[config.mk]
export PLATFORM = sky130hd
export DESIGN_NAME = alu_exec_stage
export DESIGN_NICKNAME = d
export VERILOG_FILES = /design/src/rtl/alu_exec_stage.sv
export SDC_FILE = /design/constraint.sdc
export NUM_CORES = 1
export LEC_CHECK = 0
export ABC_AREA = 1
export CAP_MARGIN = 20
export CORE_MARGIN = 10
export CORE_UTILIZATION = 25
export DETAILED_ROUTE_END_ITERATION = 10
export HOLD_SLACK_MARGIN = 0.12
export PLACE_DENSITY = 0.59
export SYNTH_ARGS = -nofsm -noshare
export SYNTH_HDL_FRONTEND = slang
export SYNTH_SLANG_ARGS = --single-unit
[constraint.sdc]
create_clock -name clk_i -period 1.45 [get_ports clk_i]
set_clock_uncertainty 0.1 [all_clocks]
set_input_delay 0.29 -clock clk_i [delete_from_list [all_inputs] [get_ports clk_i]]
set_output_delay 0.29 -clock clk_i [all_outputs]
set_load 0.01 [all_outputs]
[src/rtl/alu_exec_stage.sv]
// alu_exec_stage
//   Execute-stage pipeline wrapper around the 16-bit alu. Decoded operands
//   arrive over a valid/ready handshake and are held in stage S1, which drives
//   the external alu combinationally. The alu result, destination and write
//   enable are captured in stage S2, which presents one writeback entry to the
//   register file. The stage also owns the PSR flag register {F,L,C,N,Z}.
//
// Ports
//   clk_i, rst_ni             clock (rising edge), async active-low reset
//   flush_i                   synchronous flush of both stages
//   in_valid_i / in_ready_o   upstream handshake
//   alu_sel_i, A_i, B_i       decoded op: mode code and operands
//   rdest_i, wb_en_i          writeback destination and enable
//   flags_en_i                op updates the PSR from the alu flags
//   alu_A_o/alu_B_o/alu_sel_o operands and mode to the alu (from S1)
//   alu_result_i/alu_flags_i  combinational alu response
//   out_valid_o / out_ready_i downstream handshake
//   wb_data_o/wb_rdest_o/wb_en_o registered writeback entry (S2)
//   psr_we_i / psr_wdata_i    explicit PSR write, wins over alu flag update
//   psr_flags_o               current PSR {F,L,C,N,Z}

module alu_exec_stage #(
  parameter int unsigned DATA_W      = 16,
  parameter int unsigned RADDR_W     = 4,
  parameter logic [4:0]  PSR_RESET   = 5'b0,
  parameter logic [5:0]  ALU_SEL_CMP = 6'b001011
) (
  input  logic               clk_i,
  input  logic               rst_ni,
  input  logic               flush_i,
  // upstream (decode)
  input  logic               in_valid_i,
  output logic               in_ready_o,
  input  logic [5:0]         alu_sel_i,
  input  logic [DATA_W-1:0]  A_i,
  input  logic [DATA_W-1:0]  B_i,
  input  logic [RADDR_W-1:0] rdest_i,
  input  logic               wb_en_i,
  input  logic               flags_en_i,
  // alu interface
  output logic [DATA_W-1:0]  alu_A_o,
  output logic [DATA_W-1:0]  alu_B_o,
  output logic [5:0]         alu_sel_o,
  input  logic [DATA_W-1:0]  alu_result_i,
  input  logic [4:0]         alu_flags_i,
  // downstream (writeback)
  output logic               out_valid_o,
  input  logic               out_ready_i,
  output logic [DATA_W-1:0]  wb_data_o,
  output logic [RADDR_W-1:0] wb_rdest_o,
  output logic               wb_en_o,
  // PSR
  input  logic               psr_we_i,
  input  logic [4:0]         psr_wdata_i,
  output logic [4:0]         psr_flags_o
);

  // S1: operands and control
  logic               r_s1_valid;
  logic [5:0]         r_s1_sel;
  logic [DATA_W-1:0]  r_s1_a;
  logic [DATA_W-1:0]  r_s1_b;
  logic [RADDR_W-1:0] r_s1_rdest;
  logic               r_s1_wb_en;
  logic               r_s1_flags_en;

  // S2: result and control
  logic               r_s2_valid;
  logic [DATA_W-1:0]  r_s2_data;
  logic [RADDR_W-1:0] r_s2_rdest;
  logic               r_s2_wb_en;

  logic [4:0]         r_psr;

  logic               w_s2_free;
  logic               w_s1_move;
  logic               w_accept;
  logic               w_s1_wb_en_eff;

  // S2 can take a new entry when empty or when its entry leaves this cycle.
  assign w_s2_free  = !r_s2_valid || out_ready_i;
  assign w_s1_move  = r_s1_valid && w_s2_free;
  assign in_ready_o = !r_s1_valid || w_s2_free;
  assign w_accept   = in_valid_i && in_ready_o;

  // Compares only produce flags; they never write a destination register.
  assign w_s1_wb_en_eff = r_s1_wb_en && (r_s1_sel != ALU_SEL_CMP);

  // S1 register
  always_ff @(posedge clk_i or negedge rst_ni) begin
    if (!rst_ni) begin
      r_s1_valid    <= 1'b0;
      r_s1_sel      <= '0;
      r_s1_a        <= '0;
      r_s1_b        <= '0;
      r_s1_rdest    <= '0;
      r_s1_wb_en    <= 1'b0;
      r_s1_flags_en <= 1'b0;
    end else if (flush_i) begin
      // Any op accepted in the flush cycle is discarded.
      r_s1_valid    <= 1'b0;
    end else if (w_accept) begin
      r_s1_valid    <= 1'b1;
      r_s1_sel      <= alu_sel_i;
      r_s1_a        <= A_i;
      r_s1_b        <= B_i;
      r_s1_rdest    <= rdest_i;
      r_s1_wb_en    <= wb_en_i;
      r_s1_flags_en <= flags_en_i;
    end else if (w_s1_move) begin
      r_s1_valid    <= 1'b0;
    end
  end

  // S2 register
  always_ff @(posedge clk_i or negedge rst_ni) begin
    if (!rst_ni) begin
      r_s2_valid <= 1'b0;
      r_s2_data  <= '0;
      r_s2_rdest <= '0;
      r_s2_wb_en <= 1'b0;
    end else if (flush_i) begin
      // Write enable is dropped too so a flushed entry cannot be mistaken
      // for a pending write by a consumer that ignores out_valid_o.
      r_s2_valid <= 1'b0;
      r_s2_wb_en <= 1'b0;
    end else if (w_s1_move) begin
      r_s2_valid <= 1'b1;
      r_s2_data  <= alu_result_i;
      r_s2_rdest <= r_s1_rdest;
      r_s2_wb_en <= w_s1_wb_en_eff;
    end else if (out_ready_i) begin
      r_s2_valid <= 1'b0;
    end
  end

  // PSR: explicit write wins; alu flags only when the op actually advances
  // and the pipeline is not being flushed.
  always_ff @(posedge clk_i or negedge rst_ni) begin
    if (!rst_ni) begin
      r_psr <= PSR_RESET;
    end else if (psr_we_i) begin
      r_psr <= psr_wdata_i;
    end else if (w_s1_move && r_s1_flags_en && !flush_i) begin
      r_psr <= alu_flags_i;
    end
  end

  assign alu_A_o     = r_s1_a;
  assign alu_B_o     = r_s1_b;
  assign alu_sel_o   = r_s1_sel;

  assign out_valid_o = r_s2_valid;
  assign wb_data_o   = r_s2_data;
  assign wb_rdest_o  = r_s2_rdest;
  assign wb_en_o     = r_s2_wb_en;

  assign psr_flags_o = r_psr;

endmodule

### Word-level counts from Yosys, hierarchy flattened

Cells that the tools add are included.

| word-level totals | value |
|---|---|
| bits in registers | 72 |
| latch bits | 0 |
| memory bits (writable) | 0 |
| memory bits (read-only) | 0 |
| word-level logic and storage cells | 40 |
| memories kept | 0 |

| cells by class | value |
|---|---|
| add/sub/neg operators | 0 |
| multipliers | 0 |
| div/mod/pow operators | 0 |
| $lt $le $gt $ge | 0 |
| equality and inequality tests | 1 |
| shifts and indexed selects | 0 |
| mux-type cells | 10 |
| bitwise logic cells | 1 |
| reduce and logical (&&, ||, !) cells | 16 |

Operators by type and width:

| cell | number |
|---|---|
| $mux 5 | 2 |
| $mux 1 | 8 |
| $ne 6x4->1 const B | 1 |
| $reduce_bool 3->1 | 2 |
| $logic_and 1x1->1 | 5 |
| $reduce_and 2->1 | 2 |
| $reduce_bool 2->1 | 2 |
| $logic_not 1->1 | 3 |
| $logic_or 1x1->1 | 2 |
| $not 1->1 | 1 |

### Longest topological paths before layout

| depth | value |
|---|---|
| depth after elaboration | 7 |
| gate-level depth with buffers | 7 |

### Worst setup path after synthesis

OpenSTA, ideal clock, no wires.

| timing | value |
|---|---|
| path kind | flip-flop to flip-flop |
| start point | register r_s2_valid, in the netlist out_valid_o |
| end point | register r_s1_b[10], in the netlist alu_B_o[10] |
| library setup time | 119 ps |
| data arrival time | 1052 ps |
| setup slack | 179 ps |
| cell stages (with the launch flop) | 7 |
| path buffers | 2 |
| period minus slack after synthesis | 1271 ps |
| cell sequence | dfrtp_1 -> nand3_2 -> nand3_2 -> buf_6 -> buf_6 -> nand2_1 -> o21ai_2 |

| between the ends | value |
|---|---|
| cells in the longest elaborated chain, start to end | 5 |

Ends and longest elaborated chain:

| element | RTL line | RTL |
|---|---|---|
| start, declared | 68 | `logic r_s2_valid;` |
| start signal, assigned | 118 | `r_s2_valid <= 1'b0;` |
| start signal, assigned | 125 | `r_s2_valid <= 1'b0;` |
| start signal, assigned | 128 | `r_s2_valid <= 1'b1;` |
| $logic_not 1->1 | 81 | `assign w_s2_free = !r_s2_valid \|\| out_ready_i;` |
| $logic_or 1x1->1 | 81 |  |
| $logic_or 1x1->1 | 83 | `assign in_ready_o = !r_s1_valid \|\| w_s2_free;` |
| via in_ready_o | 33 | `output logic in_ready_o,` |
| $logic_and 1x1->1 | 84 | `assign w_accept = in_valid_i && in_ready_o;` |
| $reduce_and 2->1 (no source line) | -- |  |
| end signal, assigned | 106 | `r_s1_b <= B_i;` |
| end, declared | 62 | `logic [DATA_W-1:0] r_s1_b;` |

The timed path passes the listed nets, and every way through them passes these cells.
A chain may end at the register's enable or synchronous reset.

### Worst setup path after layout

| timing | value |
|---|---|
| start point | register r_s1_sel[5], in the netlist alu_sel_o[5] |
| end point | output alu_sel_o[5] |

RTL lines:

| element | RTL line | RTL |
|---|---|---|
| start, declared | 60 | `logic [5:0] r_s1_sel;` |
| start signal, assigned | 104 | `r_s1_sel <= alu_sel_i;` |
| end, declared | 43 | `output logic [5:0] alu_sel_o,` |

No word-level cell between the ends.

==> results.md <==
- Final Max Slew Viols: 0
- Most used standard cell by instance count after synthesis: nand2_1
- Htree depth: 3
- Xor/xnor cell area share of the yosys netlist: 0
- CP top delay family: flip-flops
- Max-cap viol count: 0
- Clk slew on worst S/H paths: 0.05 ns
- Leakage: 2.53 nW
- Tot GR Track Use: 0.107
- Largest family of logic cells by synthesized area: simple AND/OR/NAND/NOR gates
- Synthesis-to-layout area growth: 64.9%
- Fin. Hold Viols: 0
- Vias/cell: 4.15
- WP buf/inv: 1
- Mapped Cells: 330
- Skew-Pair Late Insertion Delay: 0.33 ns
- Core area: 11,500 sq um
- Final setup viols: 0
- Fillers: 1,153
- Total congestion overflow: 0
- Final setup margin: 0.0361 ns
- First-pass GRT wire length: 14,200 um
- Top cells by area, synth: dfrtp_1 61%, nand2_1 14%, o21ai_0 9.4%, inv_1 6.1%, o21ai_2 1.5%
- Synth top cells by count: 113 x nand2_1, 72 x dfrtp_1, 55 x o21ai_0, 48 x inv_1, 8 x buf_2
- Max FO, Critical Path: 3
- VDD IR max: 0.598 mV
- Clock Tree Buf Depth: 2
- Avg Cell Area, Syn: 8.88 sq um
- Yosys top cell area share: 0.615
- 1st-pass router iterations: 4
- Distinct cell type count after synthesis: 17
- Pwr Density: 1170 nW/um^2
- Largest stage delay, worst path: 0.40 ns
- Die Wd: 128 um
- Ant. Diodes: 0
- Synth Area in Compound Gates: 0.119
- Die H: 128 um
- Simple-gate portion of the synthesized area: 0.172
- Starting Density: 0.256
- Final net count: 563
- Clk sinks: 72
- Critical path class: register to primary output
- Netlist Area Pre-Place: 2930 sq um
- IO Pins: 142
- Critical Path End Type: primary output
- Fin cells: 632
- Largest net degree at the start of global routing: 63
- Clk root buf: clkbuf_16
- Worst-Margin Slew: 0.262 ns
- Synth Register Bits: 72
- Max-slew headroom: 0.825
- ANT nets after route: 0
- Worst setup SP type: register
- Synth async-reset ratio: 1.00
- DRC viols: 0
- Post-placement setup slack: -0.355 ns
- Routed Wire Length: 9000 um
- Hold Crit Class: primary input to async pin
- Slowest cell on the critical path: dfrtp_1
- Fin crit period: 1.41 ns
- CP startpoint: alu_sel_o[5]
- Input/output buffers: 141
- EDFF count, synth: 0
- Adder-Cell Fraction of Synth Area: 0
- Ordered list of cells on the worst path: dlygate4sd2_1
- Final HPWL DP: 6770 um
- Core Util, Final: 0.422
- R2R Path Start: out_valid_o
- Postcts setup bufs: 0
- YS warnings: 0
- Synthesized Nets: 406
- Placed cells: 616
- Period utilization: 0.975
- DR WL/cell: 14.2 um
- Total number of vias: 2,622
- Status: completed
- Cell taking the most area after synthesis: dfrtp_1
- DIE AREA: 16,500 sq um
- Total design power: 0.00564 W
- Vias in the first global route: 2,780
- Sequential fraction of the synthesis area: 0.615
- CTS tree: yes
- Main synth FF type: dfrtp_1
- RSZ-0062 raised after global routing: false
- Critical path data required time: 1.06 ns
- DRT iter0 DRCs: 153
- Mux contribution to synthesized area: 0
- Hold WS: 0.282 ns
- Arr. time, crit path: 1.02 ns
- Initial antenna violation count: 0
- Core Rows: 39
- TritonCTS buffer count: 9
- Share of layout cells above drive strength 1: 0.0920
- Max Clk Rate: 707 MHz
- Final GP Congestion: 0.756
## final timing paths
kind                            endpoint  slack, ns  cells past startpoint
min                         wb_data_o[7]       0.28                      2
min reg2reg                  alu_B_o[10]       0.38                      2
max                         alu_sel_o[5]       0.04                      1
min in group clk_i           alu_B_o[10]       0.38                      2
max in group asynchronous     alu_B_o[0]       0.52                      3
max reg2reg                r_s1_rdest[3]       0.11                      6
## layout by cell type, fill, tap and decap left out, types with 3 or more instances in the layout
master / netlist / layout
nand2_1: 113 / 112
clkdlybuf4s50_1: 0 / 74
dfrtp_1: 72 / 72
dlygate4sd2_1: 0 / 61
o21ai_0: 55 / 52
inv_1: 48 / 48
buf_4: 2 / 15
clkbuf_16: 0 / 10
o21ai_1: 5 / 8
nand3_1: 7 / 7
o21ai_2: 5 / 5
clkdlybuf4s15_1: 0 / 3
buf_12: 0 / 3
## worst register-to-register path: stages (launching register included)
cell and delay (ns):
dfrtp_1 0.40, nand3_2 0.09, buf_4 0.12, nand3_4 0.12, clkbuf_16 0.23, nand2_1 0.07
o21ai_0 0.07
## cells by family after synthesis
| group | after synthesis |
|---|---|
| AOI/OAI and AO/OA | 66 |
| buffers and inverters | 65 |
| DFF | 72 |
| and+or+nand+nor | 127 |
## area by class of cell
type                    count  area, sq um  area share
flip-flops and latches     72         1800       0.373
repair buffers            162         1540       0.318
multi-input cells         193          870       0.180
clock buffers              12          256      0.0531
inverters                  49          184      0.0380
well taps                 143          179      0.0370
clock inverters             1         5.00     0.00104
## power by group
| group | total (W) | internal [W] | leakage, nW | switching (W) |
|---|---|---|---|---|
| clock | 0.00198 | 0.00122 | 0.130 | 0.000762 |
| combinational | 0.00121 | 0.000619 | 1.50 | 0.000587 |
| sequential | 0.00245 | 0.00230 | 0.898 | 0.000147 |
## layer usage
metal	up-vias	global-route usage	routed length [um]
met3	13	0.0637	1090
met5	-	0	0
met4	0	0.0377	128
met2	99	0.170	4140
met1	1181	0.116	3650
li1	1329	-	-
## registers in the layout, summed over array words and instances, names as in the netlist
name / count
alu_A_o: 16
out_valid_o: 1
r_s1_rdest: 4
wb_en_o: 1
r_s1_wb_en: 1
r_s1_flags_en: 1
alu_sel_o: 6
r_s1_valid: 1
wb_rdest_o: 4
wb_data_o: 16
psr_flags_o: 5
alu_B_o: 16
## stage by stage
step           cell area, sq um  TNS [ns]
3_5_place_dp               4600    -16.47
4_1_cts                    4780         0
3_3_place_gp               4600    -15.55
2_1_floorplan              2930         0
5_1_grt                    4830         0
6_report                   4830         0
## what timing repair did
action	in CTS	in global routing
endpoints found under the hold margin	72	0
endpoints found under the setup margin	66	48
cloned	0	2
hold buffers	1	0
pin swaps	0	0
resized for setup	70	13
No activity file was read; power rests on OpenSTA's default activity.
